File: config.mk
export PLATFORM = sky130hd
export DESIGN_NAME = audio_dac_tx_flat
export DESIGN_NICKNAME = d
export VERILOG_FILES = /design/src/rtl/audio_pkg.sv /design/src/rtl/audio_dac_tx_if.sv /design/src/rtl/audio_sample_fifo.sv /design/src/rtl/audio_dac_tx.sv /design/src/flat_wrapper.sv
export SDC_FILE = /design/constraint.sdc
export NUM_CORES = 1
export LEC_CHECK = 0
export ABC_AREA = 1
export CORE_AREA = 3 3 116 118
export DETAILED_ROUTE_END_ITERATION = 8
export DIE_AREA = 0 0 119 121
export SYNTH_ARGS = -nofsm -noshare
export SYNTH_HDL_FRONTEND = slang
export SYNTH_SLANG_ARGS = --single-unit
File: constraint.sdc
create_clock -name i_clk -period 2.9 [get_ports i_clk]
set_clock_uncertainty 0.1 [all_clocks]
set_input_delay 0.58 -clock i_clk [delete_from_list [all_inputs] [get_ports i_clk]]
set_output_delay 0.58 -clock i_clk [all_outputs]
set_load 0.1 [all_outputs]
File: src/rtl/audio_pkg.sv
// ---------------------------------------------------------------------------
// audio_pkg
//   Shared constants and types for the audio path.
//   AUDIO_W        : default sample width (two's complement)
//   dac_tx_state_t : I2S transmitter sequencing states
// ---------------------------------------------------------------------------
package audio_pkg;

    localparam int unsigned AUDIO_W = 16;

    typedef enum logic [1:0] {
        ALIGN,
        DELAY,
        SHIFT,
        PAD
    } dac_tx_state_t;

endpackage

File: src/rtl/audio_dac_tx_if.sv
// ---------------------------------------------------------------------------
// audio_dac_tx_if
//   One-cycle sample strobe from the last effect stage into the DAC sink.
//   valid : one-cycle strobe, no back-pressure
//   data  : signed sample, meaningful while valid=1
//   master modport drives the strobe, slave modport receives it.
// ---------------------------------------------------------------------------
interface audio_dac_tx_if
    import audio_pkg::*;
#(
    parameter int unsigned DATA_W = AUDIO_W
);

    logic              valid;
    logic [DATA_W-1:0] data;

    modport master (output valid, output data);
    modport slave  (input  valid, input  data);

endinterface

File: src/rtl/audio_sample_fifo.sv
// ---------------------------------------------------------------------------
// audio_sample_fifo
//   Synchronous sample FIFO between the effect chain and the I2S frame timing.
//   i_clk, i_rst_n : clock, asynchronous active-low reset (empties the FIFO)
//   i_push, i_data : write request and data
//   i_pop          : read request; o_data shows the head entry
//   o_full/o_empty : status
//   A push while full is accepted only when a pop happens in the same cycle.
//   Pops while empty are ignored (no bypass of a same-cycle push).
// ---------------------------------------------------------------------------
module audio_sample_fifo
    import audio_pkg::*;
#(
    parameter int unsigned DATA_W     = AUDIO_W,
    parameter int unsigned FIFO_DEPTH = 4
) (
    input  logic              i_clk,
    input  logic              i_rst_n,
    input  logic              i_push,
    input  logic [DATA_W-1:0] i_data,
    input  logic              i_pop,
    output logic [DATA_W-1:0] o_data,
    output logic              o_full,
    output logic              o_empty
);

    localparam int unsigned AW = $clog2(FIFO_DEPTH);

    logic [DATA_W-1:0] mem [FIFO_DEPTH];
    logic [AW:0]       wr_ptr;
    logic [AW:0]       rd_ptr;
    logic              do_push;
    logic              do_pop;

    // Extra pointer MSB distinguishes full from empty when addresses match.
    assign o_empty = (wr_ptr == rd_ptr);
    assign o_full  = (wr_ptr[AW] != rd_ptr[AW]) && (wr_ptr[AW-1:0] == rd_ptr[AW-1:0]);
    assign do_pop  = i_pop && !o_empty;
    assign do_push = i_push && (!o_full || do_pop);
    assign o_data  = mem[rd_ptr[AW-1:0]];

    always_ff @(posedge i_clk or negedge i_rst_n) begin
        if (!i_rst_n) begin
            wr_ptr <= '0;
            rd_ptr <= '0;
        end else begin
            if (do_push) wr_ptr <= wr_ptr + (AW+1)'(1);
            if (do_pop)  rd_ptr <= rd_ptr + (AW+1)'(1);
        end
    end

    always_ff @(posedge i_clk) begin
        if (do_push) mem[wr_ptr[AW-1:0]] <= i_data;
    end

endmodule

File: src/rtl/audio_dac_tx.sv
// ---------------------------------------------------------------------------
// audio_dac_tx
//   Sink of the effect-chain sample stream; serialises samples to the codec
//   DAC over I2S (codec is bus master). Mono: each sample goes out on both
//   the left and right slot.
//   i_clk          : system clock, >= 8x BCLK
//   i_rst_n        : asynchronous active-low reset
//   smp            : sample strobe interface (slave)
//   i_aud_bclk     : codec bit clock (asynchronous)
//   i_aud_daclrck  : codec frame clock, 0=left, 1=right (asynchronous)
//   o_aud_dacdat   : serial DAC data, MSB first
//   o_overflow     : sticky, a sample was dropped on a full FIFO
//   o_underrun     : sticky, a left slot started with the FIFO empty
//   o_underrun_cnt : saturating underrun count, present only when
//                    AUDIO_DAC_TX_UNDERRUN_CNT_EN is defined
// ---------------------------------------------------------------------------
module audio_dac_tx
    import audio_pkg::*;
#(
    parameter int unsigned DATA_W      = AUDIO_W,
    parameter int unsigned FIFO_DEPTH  = 4,
    parameter int unsigned SYNC_STAGES = 2
) (
    input  logic                i_clk,
    input  logic                i_rst_n,
    audio_dac_tx_if.slave       smp,
    input  logic                i_aud_bclk,
    input  logic                i_aud_daclrck,
    output logic                o_aud_dacdat,
    output logic                o_overflow,
    output logic                o_underrun
`ifdef AUDIO_DAC_TX_UNDERRUN_CNT_EN
    ,
    output logic [7:0]          o_underrun_cnt
`endif
);

    localparam int unsigned CNT_W = $clog2(DATA_W);

    logic [SYNC_STAGES-1:0] bclk_sync;
    logic [SYNC_STAGES-1:0] lrck_sync;
    logic                   bclk_q;
    logic                   lrck_q;
    logic                   bclk_fall;
    logic                   lrck_fall;
    logic                   lrck_rise;

    dac_tx_state_t          state;
    logic [DATA_W-1:0]      hold;
    logic [DATA_W-1:0]      shreg;
    logic [CNT_W-1:0]       bit_cnt;

    logic                   left_start;
    logic                   right_start;
    logic                   fifo_pop;
    logic                   fifo_full;
    logic                   fifo_empty;
    logic [DATA_W-1:0]      fifo_rdata;

    always_ff @(posedge i_clk or negedge i_rst_n) begin
        if (!i_rst_n) begin
            bclk_sync <= '0;
            lrck_sync <= '0;
            bclk_q    <= 1'b0;
            lrck_q    <= 1'b0;
        end else begin
            bclk_sync <= {bclk_sync[SYNC_STAGES-2:0], i_aud_bclk};
            lrck_sync <= {lrck_sync[SYNC_STAGES-2:0], i_aud_daclrck};
            bclk_q    <= bclk_sync[SYNC_STAGES-1];
            lrck_q    <= lrck_sync[SYNC_STAGES-1];
        end
    end

    assign bclk_fall = bclk_q & ~bclk_sync[SYNC_STAGES-1];
    assign lrck_fall = lrck_q & ~lrck_sync[SYNC_STAGES-1];
    assign lrck_rise = ~lrck_q & lrck_sync[SYNC_STAGES-1];

    // Right-slot edges are ignored until a left slot has been seen, so the
    // stream always starts on a left slot.
    assign left_start  = lrck_fall;
    assign right_start = lrck_rise && (state != ALIGN);
    assign fifo_pop    = left_start && !fifo_empty;

    audio_sample_fifo #(
        .DATA_W     (DATA_W),
        .FIFO_DEPTH (FIFO_DEPTH)
    ) u_fifo (
        .i_clk   (i_clk),
        .i_rst_n (i_rst_n),
        .i_push  (smp.valid),
        .i_data  (smp.data),
        .i_pop   (fifo_pop),
        .o_data  (fifo_rdata),
        .o_full  (fifo_full),
        .o_empty (fifo_empty)
    );

    // The LRCK edge coincides with a BCLK fall; that fall is the I2S one-bit
    // delay, so DELAY drives the MSB on the following fall.
    always_ff @(posedge i_clk or negedge i_rst_n) begin
        if (!i_rst_n) begin
            state        <= ALIGN;
            hold         <= '0;
            shreg        <= '0;
            bit_cnt      <= '0;
            o_aud_dacdat <= 1'b0;
            o_underrun   <= 1'b0;
        end else begin
            if (left_start) begin
                if (!fifo_empty) hold <= fifo_rdata;
                else             o_underrun <= 1'b1;
            end
            if (left_start || right_start) begin
                state        <= DELAY;
                bit_cnt      <= '0;
                o_aud_dacdat <= 1'b0;
            end else if (bclk_fall) begin
                unique case (state)
                    DELAY: begin
                        o_aud_dacdat <= hold[DATA_W-1];
                        shreg        <= {hold[DATA_W-2:0], 1'b0};
                        bit_cnt      <= CNT_W'(1);
                        state        <= SHIFT;
                    end
                    SHIFT: begin
                        o_aud_dacdat <= shreg[DATA_W-1];
                        shreg        <= {shreg[DATA_W-2:0], 1'b0};
                        bit_cnt      <= bit_cnt + CNT_W'(1);
                        if (bit_cnt == CNT_W'(DATA_W - 1)) state <= PAD;
                    end
                    ALIGN, PAD: begin
                        o_aud_dacdat <= 1'b0;
                    end
                    default: begin
                        state        <= ALIGN;
                        o_aud_dacdat <= 1'b0;
                    end
                endcase
            end
        end
    end

    // A same-cycle pop frees a slot, so the push is only dropped without one.
    always_ff @(posedge i_clk or negedge i_rst_n) begin
        if (!i_rst_n) begin
            o_overflow <= 1'b0;
        end else if (smp.valid && fifo_full && !fifo_pop) begin
            o_overflow <= 1'b1;
        end
    end

`ifdef AUDIO_DAC_TX_UNDERRUN_CNT_EN
    always_ff @(posedge i_clk or negedge i_rst_n) begin
        if (!i_rst_n) begin
            o_underrun_cnt <= '0;
        end else if (left_start && fifo_empty && (o_underrun_cnt != 8'hFF)) begin
            o_underrun_cnt <= o_underrun_cnt + 8'd1;
        end
    end
`endif

endmodule

File: src/flat_wrapper.sv
// flat-port wrapper written by rule: the top's interface ports become plain ports
module audio_dac_tx_flat import audio_pkg::*;
#(
    parameter int unsigned DATA_W      = AUDIO_W,
    parameter int unsigned FIFO_DEPTH  = 4,
    parameter int unsigned SYNC_STAGES = 2
)
  (i_clk, i_rst_n, i_aud_bclk, i_aud_daclrck, o_aud_dacdat, o_overflow, o_underrun, smp_valid, smp_data);
  audio_dac_tx_if #(.DATA_W(DATA_W)) smp_i ();
  input  logic i_clk;
  input  logic i_rst_n;
  input  logic i_aud_bclk;
  input  logic i_aud_daclrck;
  output logic o_aud_dacdat;
  output logic o_overflow;
  output logic o_underrun;
  input wire logic [$bits(smp_i.valid)-1:0] smp_valid;
  input wire logic [$bits(smp_i.data)-1:0] smp_data;
  assign smp_i.valid = smp_valid;
  assign smp_i.data = smp_data;
  audio_dac_tx #(.DATA_W(DATA_W), .FIFO_DEPTH(FIFO_DEPTH), .SYNC_STAGES(SYNC_STAGES)) u_core (.i_clk(i_clk), .i_rst_n(i_rst_n), .smp(smp_i), .i_aud_bclk(i_aud_bclk), .i_aud_daclrck(i_aud_daclrck), .o_aud_dacdat(o_aud_dacdat), .o_overflow(o_overflow), .o_underrun(o_underrun));
endmodule
==> results by group, run 1 <==
Status
  – Status: completed

Drt
  – Vias per inst: 4.47
  – Iteration-0 DRC count of the detailed router: about 220
  – Residual antenna-violating net count after detailed routing: 0
  – Detailed-route DRC error count: 0
  – Total via count after detailed routing: about 3200
  – First-pass DRT Iterations: 5
  – Routed Wire Length: roughly 9.3 mm
  – WL/cell: around 13 µm

Logic synthesis
  – Post-synthesis cell type count: 27
  – Yosys reg bits: about 120
  – Count of mapped cells out of synthesis: around 510
  – Average size of a mapped cell: 9.78 µm²
  – Yosys warning total: 0
  – Top-area cell type share of the netlist area: between 30% and 40%
  – Post-Syn Nets: roughly 540
  – Dominant cell type by area after synthesis: edfxtp_1
  – Sequential-to-total area share from yosys stat: between 60% and 70%
  – Top post-synthesis cells by area: edfxtp_1, dfrtp_1, nand2_1, nand3_1, o21ai_0
  – Netlist area before placement: about 5000 µm²

GRT
  – Number of global-route vias before repair: about 3300
  – Total routing usage reported by global routing: 14.6%
  – Maximum number of pins on one net before global-route repair: 45
  – Initial antenna violation count: 0
  – First-pass GRT wire length: around 16 mm
  – Grt total ovfl: 0

Clocking
  – Clock latency on the worst-skew pair: ~0.4 ns
  – Clock Tree Root: clkbuf_16
  – Number of clock sinks seen by CTS: 116
  – CTS clock-pin slew for the worst setup and hold paths: roughly 0.050 ns
  – Total number of H-tree levels: 4
  – TritonCTS clock tree: done
  – Num CTS Buffers: 17
  – Clock Tree Buf Depth: 2

Worst setup path
  – Worst-path maximum fanout: 20
  – Type of the worst setup path: reg -> reg
  – Critical path launch point type: flop
  – Required time of the critical path: 2.90 ns
  – Worst endpoint data arrival time: between 2 and 2.5 ns
  – Endpoint kind of the worst setup timing path: flop

Worst hold path
  – Class of the tightest hold or removal check: reg -> reg

Power
  – Proportion of power drawn by flip-flops and latches: 39.3%
  – Internal Power: between 4000 and 5000 µW
  – Combinational share of power: 26.8%
  – Maximum ir drop on the vdd rail: roughly 0.00048 V
  – Leakage Power: about 0.0027 µW
  – Switching share of total power: between 30 and 40%
  – Part of the total power dissipated in the clock network: between 30 and 40%
  – Power per cell area: about 1000 nW/µm²
  – Net switching component of the power: approximately 2000 µW

STA
  – Least-Margin Pin Slew: between 0.9 and 1 ns
  – # setup viols final: 0
  – Worst max-slew margin expressed relative to the limit: 34.0%
  – Final critical-path required period: around 2.2 ns
  – Total Neg Setup Slack: 0 ns
  – Final count of pins violating max slew: 0
  – Post-route fraction of the period consumed by the critical path: between 70% and 80%
  – Hold Vio Cnt, Final: 0
  – Maximum achievable frequency: ~460 MHz
  – Unrepaired setup endpoints after global routing: no

Floorplanning
  – Placeable core region: between 10000 and 15000 µm²
  – I/O pin total: 24
  – Initial core utilization: between 30 and 40%
  – Die Width: around 120 µm
  – Die Y: ~120 µm
  – Floorplan row count: 41
  – Die area: ~14000 µm²

Place
  – Number of I/O port buffers: 23
  – GPL Wtd Cong: 0.777
  – Placed wire-length estimate after detailed placement: roughly 6.0 mm

Layout
  – Syn-to-layout area delta: 19.3%
  – Final cell utilization of the core: between 40% and 50%
  – Share of layout cells above drive strength 1: around 8.9%
  – Number of diodes: 0
  – Final nets: between 500 and 600

Job
  – Max-capacitance violation count: 0
-- synth_stat cells --
master,number
nor2_4,2
clkbuf_1,4
xor2_1,3
inv_4,2
buf_4,4
nand2_2,3
nand3b_1,1
buf_2,11
o21ai_0,26
a21oi_1,5
buf_8,1
nand2_4,1
o21bai_2,1
inv_2,1
nand3_1,30
buf_6,1
ha_1,9
nor2_1,9
nand4_1,1
o21bai_1,1
nand2_8,1
inv_1,33
nand2_1,240
o21ai_1,4
nor2_2,1
edfxtp_1,64
dfrtp_1,52
-- path summary, 6_finish.rpt --
| check | from | endpoint | slack (ns) | cells past startpoint |
|---|---|---|---|---|
| hold / removal | u_core.lrck_sync[0]$_DFF_PN0_ | u_core.lrck_sync[1]$_DFF_PN0_ | 0.25 | 0 |
| setup reg to reg | u_core.u_fifo.rd_ptr[1]$_DFFE_PN0P_ | u_core.u_fifo.mem[1][2]$_DFFE_PP_ | 0.71 | 8 |
| setup / recovery | u_core.u_fifo.rd_ptr[1]$_DFFE_PN0P_ | u_core.u_fifo.mem[1][2]$_DFFE_PP_ | 0.71 | 8 |
| min in group asynchronous | i_rst_n | u_core.u_fifo.rd_ptr[2]$_DFFE_PN0P_ | 0.46 | 2 |
| hold reg to reg | u_core.lrck_sync[0]$_DFF_PN0_ | u_core.lrck_sync[1]$_DFF_PN0_ | 0.25 | 0 |
| max in group asynchronous | i_rst_n | u_core.bit_cnt[2]$_DFFE_PN0P_ | 1.44 | 3 |
-- cell usage in the layout, fill, tap and decap left out --
cell	n
a21oi_1	5
dfrtp_1	52
nand3b_1	1
clkinv_1	3
clkinv_2	3
clkbuf_16	17
nand2_8	1
inv_2	1
buf_2	1
inv_1	33
nand2_1	240
o21bai_2	1
bufinv_16	4
o21bai_1	1
nand3_1	30
clkbuf_1	2
nand4_1	1
clkinv_4	1
xor2_1	3
inv_4	2
nor2_2	1
clkdlybuf4s50_1	19
o21ai_1	4
nand2_2	3
edfxtp_1	64
dlygate4sd3_1	1
nor2_4	2
clkinvlp_4	1
ha_1	9
buf_4	10
nand2_4	1
o21ai_0	26
nor2_1	9
-- registers in the layout, summed over array words and instances, names as in the netlist, 3 cells and up --
signal	flops
u_core.u_fifo.mem	64
u_core.hold	16
u_core.shreg	15
u_core.bit_cnt	4
u_core.u_fifo.rd_ptr	3
u_core.u_fifo.wr_ptr	3
-- power groups by stage --
stage          combinational [µW]  clock [µW]  sequential [µW]
2_1_floorplan                1260           0             2470
3_3_place_gp                 1640           0             2440
3_5_place_dp                 1660           0             2450
4_1_cts                      1680        2130             2430
5_1_grt                      1940        2210             2480
6_report                     1660        2090             2420
-- through the flow --
step / area (µm²) / cells / hold WS [ns] / setup slack, ns / total power [µW]
3_3_place_gp: 5360 / 692 / 0.232 / 0.786 / 4080
3_5_place_dp: 5360 / 692 / 0.236 / 0.709 / 4110
5_1_grt: 5960 / 724 / 0.249 / 0.450 / 6630
6_report: 5960 / 724 / 0.245 / 0.712 / 6170
2_1_floorplan: 5000 / 511 / 0.184 / 0.704 / 3730
4_1_cts: 5960 / 724 / 0.247 / 0.688 / 6230
-- metal layers --
layer / track usage, % / vias to the layer above / part of all wire [%]
met5: 0 / - / 0
met4: 6.95 / 0 / 0.97
met3: 5.22 / 5 / 4.0
met2: 22.2 / 52 / 47
met1: 18.7 / 1482 / 48
li1: - / 1694 / -
-- worst max-delay path, cell delays in order (launching register included) --
cell and delay, ns:
dfrtp_1 0.61, inv_4 0.27, nand2_1 0.07, nand2_1 0.11, nor2_4 0.05, nand2_1 0.14, nand2_2 0.13, nor2_1 0.11
buf_4 0.27
-- logic make-up after synthesis --
family                   Yosys count  share of synthesized area [%]
XOR/XNOR                           3                          0.526
buffers and inverters             57                           5.33
AND/OR/NAND/NOR                  289                           23.5
flip-flops                       116                           64.5
AO/OA/AOI/OAI                     37                           3.88
adder cells (fa/ha/maj)            9                           2.25
-- layout make-up --
class / count / area, µm²
Tap cell: 172 / 215
Clock buffer: 19 / 433
Timing Repair Buffer: 31 / 280
Fill cell: 1158 / 6600
Sequential cell: 116 / 3220
Multi-Input combinational cell: 338 / 1510
Inverter: 36 / 140
Clock inverter: 12 / 163
-- timing repair --
item                      in CTS  in global routing
hold buffers                   1                  0
gates resized for setup        0                  0
hold endpoints to repair       8                  0
buffers inserted               0                  0
Power figures use the tool's default switching activity.
==> inputs of run 2 (changes only) <==
==> constraint.sdc (replaced) <==
create_clock -name i_clk -period 1.9 [get_ports i_clk]
set_clock_uncertainty 0.1 [all_clocks]
set_input_delay 0.38 -clock i_clk [delete_from_list [all_inputs] [get_ports i_clk]]
set_output_delay 0.38 -clock i_clk [all_outputs]
set_load 0.1 [all_outputs]
==> run 2 against run 1 <==
Against the previous run: fmax up 26%; sequential cell count unchanged; register-to-register slack got worse by 0.55 ns; largest power group unchanged; die area unchanged; wire length decreased by 0.60%; first-iteration DRC count is 33% lower; clock-buffer cell count is 2 higher; non-clock buffer count up 10; highest routed layer unchanged; sequential power rose by 52%; sequential share of layout area decreased by 2.1 points; hold slack better by 0.0012 ns.
==> results by group, run 2 (same netlist as run 1, synthesis figures left out) <==
Status
  – Status: completed (unchanged)

Floorplanning
  – Die Y: 121 µm (unchanged)
  – Initial core utilization: 39.8% (unchanged)
  – I/O pin total: 24 (unchanged)
  – Die Width: 119 µm (unchanged)
  – Die area: 14400 µm² (unchanged)
  – Placeable core region: 12600 µm² (unchanged)
  – Floorplan row count: 41 (unchanged)

Layout
  – Number of fill cells: 1143 (was 1158)
  – Most common cell after layout, fill and taps aside: nand2_1 (unchanged)
  – Area used by multi-input combinational logic: 1520 µm² (was 1510 µm²)
  – Number of non-filler instances in the completed layout: 735 (was 724)
  – Syn-to-layout area delta: 24.0% (was 19.3%)
  – Final nets: 580 (was 570)
  – Max reg flops: 64 (unchanged)
  – Number of diodes: 0 (unchanged)
  – Share of layout cells above drive strength 1: 11.4% (was 8.88%)
  – Combined flip-flop and latch cell area: 3220 µm² (unchanged)
  – Commonest cells after routing, fill and taps aside: nand2_1, edfxtp_1, dfrtp_1 (unchanged)

STA
  – Hold Vio Cnt, Final: 0 (unchanged)
  – Final count of pins violating max slew: 0 (unchanged)
  – # setup viols final: 0 (unchanged)
  – Worst max-slew margin expressed relative to the limit: 72.5% (was 34.0%)
  – Maximum achievable frequency: 576 MHz (was 457 MHz)
  – Least-Margin Pin Slew: 0.412 ns (was 0.988 ns)
  – Unrepaired setup endpoints after global routing: no (unchanged)
  – Post-route fraction of the period consumed by the critical path: 91.4% (was 75.5%)
  – Final critical-path required period: 1.74 ns (was 2.19 ns)

Drt
  – Residual antenna-violating net count after detailed routing: 0 (unchanged)
  – WL/cell: 12.5 µm (was 12.8 µm)
  – Sum of met3 wire segment lengths after detailed routing: 344 µm (was 368 µm)
  – Routed Wire Length: 9.22 mm (was 9.27 mm)
  – Met2 Wirelength: 4.37 mm (was 4.34 mm)
  – Detailed-route DRC error count: 0 (unchanged)
  – Vias per inst: 4.52 (was 4.47)
  – Iteration-0 DRC count of the detailed router: 151 (was 224)
  – Total via count after detailed routing: 3325 (was 3233)
  – First-pass DRT Iterations: 4 (was 5)
  – Routed length on met1: 4.31 mm (was 4.48 mm)
  – Top sig layer: met4 (unchanged)

Clocking
  – Total number of H-tree levels: 4 (unchanged)
  – Setup fix buffers added after clock tree synthesis: 0 (unchanged)
  – Clock Tree Buf Depth: 2 (unchanged)
  – Clock latency on the worst-skew pair: 0.41 ns (about the same)
  – Num CTS Buffers: 17 (unchanged)
  – Number of clock sinks seen by CTS: 116 (unchanged)
  – TritonCTS clock tree: done (unchanged)
  – CTS clock-pin slew for the worst setup and hold paths: 0.05 ns (about the same)
  – Clock Tree Root: clkbuf_16 (unchanged)

Worst setup path
  – Worst endpoint data arrival time: 1.75 ns (was 2.18 ns)
  – Worst-path maximum fanout: 16 (was 20)
  – RR Startpoint: u_core.u_fifo.wr_ptr[0]$_DFFE_PN0P_ (was u_core.u_fifo.rd_ptr[1]$_DFFE_PN0P_)
  – Endpoint kind of the worst setup timing path: flop (unchanged)
  – Endpoint of the most critical register-to-register path: u_core.u_fifo.mem[3][13]$_DFFE_PP_ (was u_core.u_fifo.mem[1][2]$_DFFE_PP_)
  – Type of the worst setup path: reg -> reg (unchanged)
  – Critical path launch point type: flop (unchanged)
  – Register-to-register setup slack: 0.16 ns (was 0.71 ns)
  – Depth of the worst register-to-register path: 8 (unchanged)
  – Required time of the critical path: 1.91 ns (was 2.90 ns)

Place
  – DP Cell Count: 702 (was 692)
  – Number of I/O port buffers: 23 (unchanged)
  – GPL Wtd Cong: 0.791 (was 0.777)
  – Placed wire-length estimate after detailed placement: 5.93 mm (was 6.04 mm)

GRT
  – First-pass GRT wire length: 15.7 mm (was 16.1 mm)
  – Total routing usage reported by global routing: 14.0% (was 14.6%)
  – Initial antenna violation count: 0 (unchanged)
  – Grt total ovfl: 0 (unchanged)
  – Maximum number of pins on one net before global-route repair: 38 (was 45)
  – Number of global-route vias before repair: 3284 (was 3326)

Power
  – Maximum ir drop on the vdd rail: 0.000968 V (was 0.000480 V)
  – Leakage Power: 0.00281 µW (was 0.00270 µW)
  – Power per cell area: 1590 nW/µm² (was 1030 nW/µm²)
  – Total Power Consumption: 9840 µW (was 6170 µW)

Worst hold path
  – Number of cells on the worst hold path: 0 (unchanged)
  – Class of the tightest hold or removal check: reg -> reg (unchanged)
  – End point of the most critical hold path: u_core.lrck_sync[1]$_DFF_PN0_ (unchanged)
  – Worst Min Path Start: u_core.lrck_sync[0]$_DFF_PN0_ (unchanged)

Job
  – Max-capacitance violation count: 0 (unchanged)
## run 2: critical path: stages, from the launching register on
cell	delay [ns]
dfrtp_1	0.42
inv_1	0.14
nand2_1	0.08
nand2_2	0.08
nor2_4	0.05
nand2_1	0.08
nand2_2	0.13
nor2_2	0.17
buf_12	0.18
## run 2: timing repair
item                       CTS  global route
resized for setup            0             0
hold buffers                 1             0
setup endpoints to repair    0             0
hold endpoints to repair    15             0
## run 2: worst max path at each step
| stage | startpoint | cells after the start | slack, ns | endpoint |
|---|---|---|---|---|
| finish | u_core.u_fifo.wr_ptr[0]$_DFFE_PN0P_ | 8 | 0.16 | u_core.u_fifo.mem[3][13]$_DFFE_PP_ |
| CTS | u_core.u_fifo.wr_ptr[0]$_DFFE_PN0P_ | 8 | 0.16 | u_core.u_fifo.mem[3][8]$_DFFE_PP_ |
| global placement | smp_valid | 4 | 0.15 | u_core.u_fifo.mem[0][13]$_DFFE_PP_ |
| floorplan | u_core.u_fifo.rd_ptr[1]$_DFFE_PN0P_ | 8 | -0.06 | u_core.u_fifo.mem[0][0]$_DFFE_PP_ |
| global route | u_core.u_fifo.wr_ptr[0]$_DFFE_PN0P_ | 8 | 0.05 | u_core.u_fifo.mem[1][9]$_DFFE_PP_ |
| detailed placement | smp_valid | 4 | 0.12 | u_core.u_fifo.mem[3][3]$_DFFE_PP_ |
## run 2: cell type report
| class | instances | share of cell area (%) |
|---|---|---|
| clock buffers | 21 | 7.10 |
| multi-input cells | 338 | 24.5 |
| well taps | 172 | 3.47 |
| repair buffers | 41 | 7.75 |
| inverters | 36 | 2.26 |
| clock inverters | 11 | 2.95 |
| flip-flops and latches | 116 | 52.0 |
## run 2: per-layer routing
metal	vias up	track usage, %
met4	0	6.44
li1	1717	-
met5	-	0
met2	47	22.1
met1	1544	17.8
met3	17	4.01
## run 2: metrics by stage
step	util (%)	worst slack (ns)	instance area [µm²]	TNS [ns]	hold WS, ns
3_3_place_gp	44.3	0.147	5570	0	0.233
5_1_grt	49.3	0.0453	6200	0	0.252
6_report	49.3	0.163	6200	0	0.247
3_5_place_dp	44.3	0.122	5570	0	0.240
4_1_cts	49.3	0.162	6200	0	0.250
2_1_floorplan	-	-0.0611	5010	-3.91	-0.0156
## run 2: where the power goes
group	total [µW]	switching (µW)	internal, µW
clock network	3360	1050	2310
registers	3670	299	3370
logic	2810	1820	991
